<file path="config.mk">
export PLATFORM = sky130hd
export DESIGN_NAME = sha256_block_sequencer
export DESIGN_NICKNAME = d
export VERILOG_FILES = /design/src/rtl/sha256_block_sequencer.sv
export SDC_FILE = /design/constraint.sdc
export NUM_CORES = 1
export LEC_CHECK = 0
export ABC_AREA = 1
export CAP_MARGIN = 20
export CORE_AREA = 10 10 394 396
export DETAILED_ROUTE_END_ITERATION = 8
export DIE_AREA = 0 0 404 406
export PLACE_DENSITY = 0.39
export SLEW_MARGIN = 10
export SYNTH_ARGS = -nofsm -noshare
export SYNTH_HDL_FRONTEND = slang
export SYNTH_SLANG_ARGS = --single-unit
</file>
<file path="constraint.sdc">
create_clock -name clk -period 3.9 [get_ports clk]
set_clock_uncertainty 0.05 [all_clocks]
set_input_delay 0.975 -clock clk [delete_from_list [all_inputs] [get_ports clk]]
set_output_delay 0.975 -clock clk [all_outputs]
set_load 0.05 [all_outputs]
</file>
<file path="src/rtl/sha256_block_sequencer.sv">
// sha256_block_sequencer
// Drives a programmable sequence of 512-bit blocks into a SHA-256 core under a
// busy/comp_done handshake. It captures the digest from the last block and
// compares it against a fixed expected value. The result is reported as
// pass, fail or timeout.
module sha256_block_sequencer #(
    parameter int unsigned  NUM_BLOCKS     = 2,
    parameter int unsigned  PATTERN_MODE   = 1,
    parameter logic [255:0] EXPECTED_HASH  = 256'h0,
    parameter bit           CHECK_EN       = 1'b1,
    parameter int unsigned  TIMEOUT_CYCLES = 1024,
    parameter bit           AUTO_RESTART   = 1'b0
) (
    input  logic         clk,
    input  logic         rst_n,
    input  logic         run,
    output logic         core_start_block,
    output logic         core_block_valid,
    output logic [511:0] core_block_in,
    input  logic         core_busy,
    input  logic [255:0] core_hash_out,
    input  logic         core_comp_done,
    output logic         seq_busy,
    output logic         seq_done,
    output logic         pass,
    output logic         fail,
    output logic         timeout,
    output logic [7:0]   blocks_sent,
    output logic [255:0] hash_result
);

    // The padded "abc" message always fits in one block, so the block count
    // collapses to 1 in that mode whatever NUM_BLOCKS says.
    localparam int unsigned EFF_BLOCKS = (PATTERN_MODE == 2) ? 1 : NUM_BLOCKS;
    localparam logic [7:0]  LAST_IDX   = 8'(EFF_BLOCKS - 1);

    // The timer only ever needs to reach TIMEOUT_CYCLES-1.
    localparam int unsigned TW        = $clog2(TIMEOUT_CYCLES + 1);
    localparam logic [TW-1:0] TIMER_MAX = TW'(TIMEOUT_CYCLES - 1);

    typedef enum logic [2:0] {
        S_IDLE,
        S_ISSUE,
        S_WAIT_DONE,
        S_CHECK,
        S_DONE
    } state_t;

    state_t          state_reg;
    logic [7:0]      blk_idx_reg;
    logic [TW-1:0]   timer_reg;
    logic [511:0]    pattern_next;
    logic            timer_expired;
    logic            digest_ok;
    logic            restart_go;

    // Build the block for the current index, one 32-bit word per generate lane.
    // Word 0 sits in the most significant bits of the block.
    for (genvar gi = 0; gi < 16; gi++) begin : g_word
        localparam logic [31:0] ABC_WORD = (gi == 0)  ? 32'h6162_6380 :
                                           (gi == 15) ? 32'h0000_0018 :
                                                        32'h0000_0000;
        logic [31:0] cnt_word;

        // 16*k + i is simply the block index concatenated with the word index.
        assign cnt_word = {20'd0, blk_idx_reg, 4'(gi)};

        assign pattern_next[511-32*gi -: 32] = (PATTERN_MODE == 1) ? cnt_word :
                                               (PATTERN_MODE == 2) ? ABC_WORD :
                                                                     32'h0000_0000;
    end

    assign timer_expired = (timer_reg == TIMER_MAX);
    assign digest_ok     = (hash_result == EXPECTED_HASH) || !CHECK_EN;

    // A new run starts on an explicit request, or automatically one cycle
    // after DONE when auto-restart is enabled.
    assign restart_go = run || ((state_reg == S_DONE) && AUTO_RESTART);

    // Sequencer FSM with all outputs registered.
    always_ff @(posedge clk or negedge rst_n) begin
        if (!rst_n) begin
            state_reg        <= S_IDLE;
            blk_idx_reg      <= 8'd0;
            timer_reg        <= '0;
            core_start_block <= 1'b0;
            core_block_valid <= 1'b0;
            core_block_in    <= '0;
            seq_busy         <= 1'b0;
            seq_done         <= 1'b0;
            pass             <= 1'b0;
            fail             <= 1'b0;
            timeout          <= 1'b0;
            blocks_sent      <= 8'd0;
            hash_result      <= '0;
        end else begin
            // The valid and start outputs are single-cycle pulses by default.
            core_block_valid <= 1'b0;
            core_start_block <= 1'b0;

            case (state_reg)
                S_IDLE, S_DONE: begin
                    if (restart_go) begin
                        state_reg   <= S_ISSUE;
                        seq_busy    <= 1'b1;
                        seq_done    <= 1'b0;
                        pass        <= 1'b0;
                        timeout     <= 1'b0;
                        blocks_sent <= 8'd0;
                        blk_idx_reg <= 8'd0;
                        timer_reg   <= '0;
                        // Only an explicit run clears fail, so an automatic
                        // loop keeps any earlier failure visible.
                        if (run) begin
                            fail <= 1'b0;
                        end
                    end
                end

                S_ISSUE: begin
                    if (!core_busy) begin
                        core_block_valid <= 1'b1;
                        core_start_block <= (blk_idx_reg == 8'd0);
                        core_block_in    <= pattern_next;
                        timer_reg        <= '0;
                        state_reg        <= S_WAIT_DONE;
                    end else if (timer_expired) begin
                        timeout   <= 1'b1;
                        fail      <= 1'b1;
                        pass      <= 1'b0;
                        seq_busy  <= 1'b0;
                        seq_done  <= 1'b1;
                        state_reg <= S_DONE;
                    end else begin
                        timer_reg <= timer_reg + TW'(1);
                    end
                end

                S_WAIT_DONE: begin
                    // A completion takes priority over a timer expiring in the
                    // same cycle.
                    if (core_comp_done) begin
                        blocks_sent <= blocks_sent + 8'd1;
                        blk_idx_reg <= blk_idx_reg + 8'd1;
                        timer_reg   <= '0;
                        if (blk_idx_reg == LAST_IDX) begin
                            hash_result <= core_hash_out;
                            state_reg   <= S_CHECK;
                        end else begin
                            state_reg   <= S_ISSUE;
                        end
                    end else if (timer_expired) begin
                        timeout   <= 1'b1;
                        fail      <= 1'b1;
                        pass      <= 1'b0;
                        seq_busy  <= 1'b0;
                        seq_done  <= 1'b1;
                        state_reg <= S_DONE;
                    end else begin
                        timer_reg <= timer_reg + TW'(1);
                    end
                end

                S_CHECK: begin
                    pass      <= digest_ok;
                    fail      <= fail | ~digest_ok;
                    seq_busy  <= 1'b0;
                    seq_done  <= 1'b1;
                    state_reg <= S_DONE;
                end

                default: begin
                    state_reg <= S_IDLE;
                    seq_busy  <= 1'b0;
                    seq_done  <= 1'b0;
                end
            endcase
        end
    end

endmodule
</file>
==> impl_metrics.json <==
{
  "outcome": "finished, final reports clean",
  "reg2reg_from": "blk_idx_reg[1]",
  "worst-path-stages": 1,
  "drc_errors": 0,
  "netlist-cell-type-count": 40,
  "timing.final.setup_violations": 0,
  "root_buffer": "sky130_fd_sc_hd__clkbuf_16",
  "cts_inserted_buffers": 41,
  "largest_register_ff_count": 256,
  "final.fill_count": 16420,
  "detail_route.vias_per_cell": 2.881,
  "grt_remaining_overflow": 0,
  "final_core_util_pct": 17.06,
  "worst-r2r-cell-count": 7,
  "final_net_count": 2494,
  "clock_sinks": 302,
  "hold_viol_final": 0,
  "critical-path-max-stage-delay_ps": 950,
  "worst_setup_path_startpoint": "core_block_in[489]",
  "die_area_mm2": 0.1640,
  "critPathArrivalTime_ps": 2370,
  "cts-root-to-sink-buffers": 3,
  "combined_area_of_the_multi_input_logic_cells_mm2": 0.006211,
  "period_share_pct": 86.93,
  "crit_buf_inv": 1,
  "netlist_area_mm2": 0.01690,
  "hpwlAfterDp_um": 65680,
  "detailedRoute.firstIterationViolations": 591,
  "num_vias": 12080,
  "highest-signal-layer": "met5",
  "layout-drive-gt1-share_pct": 11.82,
  "crit_path_end_kind": "output pin",
  "finish.instance_area_mm2": 0.02510,
  "synth_enable_flop_cells": 0,
  "rrSetupSlack_ps": 1570,
  "routedWlPerCell_um": 18.69,
  "power.total_w": 0.02159,
  "finalSetupTns_ps": 0,
  "drtPass1Iterations": 4,
  "holdBufCountCts": 0,
  "final_period_minus_worst_setup_slack_ps": 3390,
  "dpl_cell_area_mm2": 0.02377,
  "met2_wire_length_um": 36570,
  "tritoncts_clock_tree": "yes",
  "placement_rows": 141,
  "postSynthCellCount": 1664,
  "path_delay_family": "buffers and inverters",
  "timing.max_cap.violations": 0,
  "leakagePower_nw": 11.33,
  "cts_resized": 0,
  "crit_path_max_fanout": 17,
  "yosys_warnings": 0,
  "capture_point_of_the_worst_reg_to_reg_path": "hash_result[157]",
  "asyncSetResetFlopFracSynth_pct": 100.0,
  "max_slew.worst_pin.slew_ps": 798.1,
  "seq_area_mm2": 0.007557,
  "place.gp.congestion": 0.7678,
  "drt-total-wl_um": 78370,
  "max-slew-margin-rel_pct": 46.79,
  "fmax_mhz": 295.0,
  "setup_slack_ps": 509.9,
  "power.ir.vdd_worst_mv": 0.4299,
  "clk_latency_ps": 600,
  "worst_hold_path_type": "primary input to async pin",
  "place.port_buffers": 691,
  "synth.ff_latch_count": 302,
  "vias_in_the_first_global_route": 12750,
  "grt_first_pass_wirelength_um": 104300,
  "p_per_area_mw_per_mm2": 860.1,
  "ctsHtreeMaxLevel": 2,
  "start_util_pct": 11.49,
  "grtUsageTotal_pct": 8.896,
  "path_class": "flop to output pin",
  "antenna_found_initial": 9,
  "postCtsSetupRepairBufs": 0,
  "met3RoutedLength_um": 8639,
  "core_area_mm2": 0.1471,
  "drv_slew": 0,
  "cell_with_the_biggest_individual_delay_on_the_critical_path": "sky130_fd_sc_hd__clkdlybuf4s50_1",
  "avgSynthCellArea_um2": 10.16,
  "worstSetupStartpointType": "flop",
  "grt_setup_unrepaired": "false",
  "grt_max_degree": 80,
  "dieWidth_um": 404,
  "ioPinCount": 1044,
  "synthToLayoutAreaGrowth_pct": 48.52,
  "met1_length_um": 31170,
  "ys.flop_type": "sky130_fd_sc_hd__dfrtp_1",
  "clkSlewWorstSetupHoldPaths_ps": 60,
  "die_height_um": 406,
  "timing.critical_path.to": "core_block_in[329]",
  "synth_seq_area_share_pct": 44.71,
  "cp_data_required_time_ps": 2870,
  "preCtsSetupSlack_ps": 818.9,
  "cells_along_the_critical_path": "clkdlybuf4s50_1",
  "ant_nets": 0
}
layout make-up:
| class | count | area share [%] |
|---|---|---|
| antenna | 4 | 0.03987 |
| timing repair buffer | 712 | 28.60 |
| clock buffer | 64 | 4.949 |
| inverter | 108 | 1.615 |
| tap | 1930 | 9.619 |
| sequential | 302 | 30.10 |
| clock inverter | 10 | 0.3339 |
| multi-input combinational | 1063 | 24.74 |
per-layer routing:
| layer | vias up | track usage [%] |
|---|---|---|
| met2 | 580 | 14.49 |
| met5 | - | 0 |
| met4 | 8 | 2.738 |
| li1 | 5611 | - |
| met1 | 5803 | 10.63 |
| met3 | 80 | 3.660 |
report_power, final:
part / switching (W) / internal, W / total [W]
registers: 0.00125 / 0.00434 / 0.00559
clock network: 0.00161 / 0.00220 / 0.00380
logic: 0.00835 / 0.00385 / 0.0122
placed cells by master, fill, tap and decap left out, drive strengths merged:
cell type | synthesis | final
o221ai | 1 | 1
o31ai | 1 | 1
nor4 | 2 | 2
o22ai | 1 | 1
ha | 5 | 5
diode | 0 | 4
clkinvlp | 0 | 3
o21ai | 24 | 24
a211oi | 1 | 1
clkinv | 0 | 3
nand4 | 10 | 10
nor3b | 3 | 3
buf | 533 | 22
clkdlybuf4s50 | 0 | 690
dfrtp | 302 | 302
and3 | 1 | 1
clkbuf | 9 | 64
mux2 | 190 | 190
a311oi | 1 | 1
nand2 | 105 | 105
nor2 | 227 | 227
inv | 108 | 112
or2 | 1 | 1
o211ai | 2 | 2
xor2 | 4 | 4
o21a | 1 | 1
a21oi | 84 | 84
nor3 | 13 | 13
nand3 | 34 | 34
conb | 1 | 352
cells in the mapped netlist, drive strengths merged (2+ instances only):
master	number	share of area, %
nor3	13	0.44
nor4	2	0.074
xor2	4	0.21
o21ai	24	0.73
nor2	227	5.3
ha	5	0.37
a21oi	84	2.5
buf	533	24
mux2	190	15
nor3b	3	0.13
nand2	105	2.3
nand4	10	0.37
inv	108	2.4
nand3	34	1.1
clkbuf	9	0.20
dfrtp	302	45
o211ai	2	0.089
per-stage QoR:
stage | hold WS, ps | std cells
floorplan | 403.1 | 2015
global placement | 412.6 | 4115
detailed placement | 417.6 | 4115
CTS | 346.6 | 4189
global route | 367.2 | 4191
finish | 326.1 | 4193
cell families after synthesis:
family          synth area share (%)
compound gates                 3.583
xor+xnor                      0.2072
fa+ha+maj                     0.3701
buf+inv                        26.42
flops                          44.71
mux                            14.88
other cells                  0.02219
simple gates                   9.808
how the worst min path moves through the flow:
stage,end,cells after the start
5_1_grt,hash_result[75],1
4_1_cts,hash_result[75],1
6_report,hash_result[75],1
2_1_floorplan,core_start_block,1
3_3_place_gp,core_block_in[448],1
3_5_place_dp,core_block_in[448],1
Power figures use the tool's default switching activity.
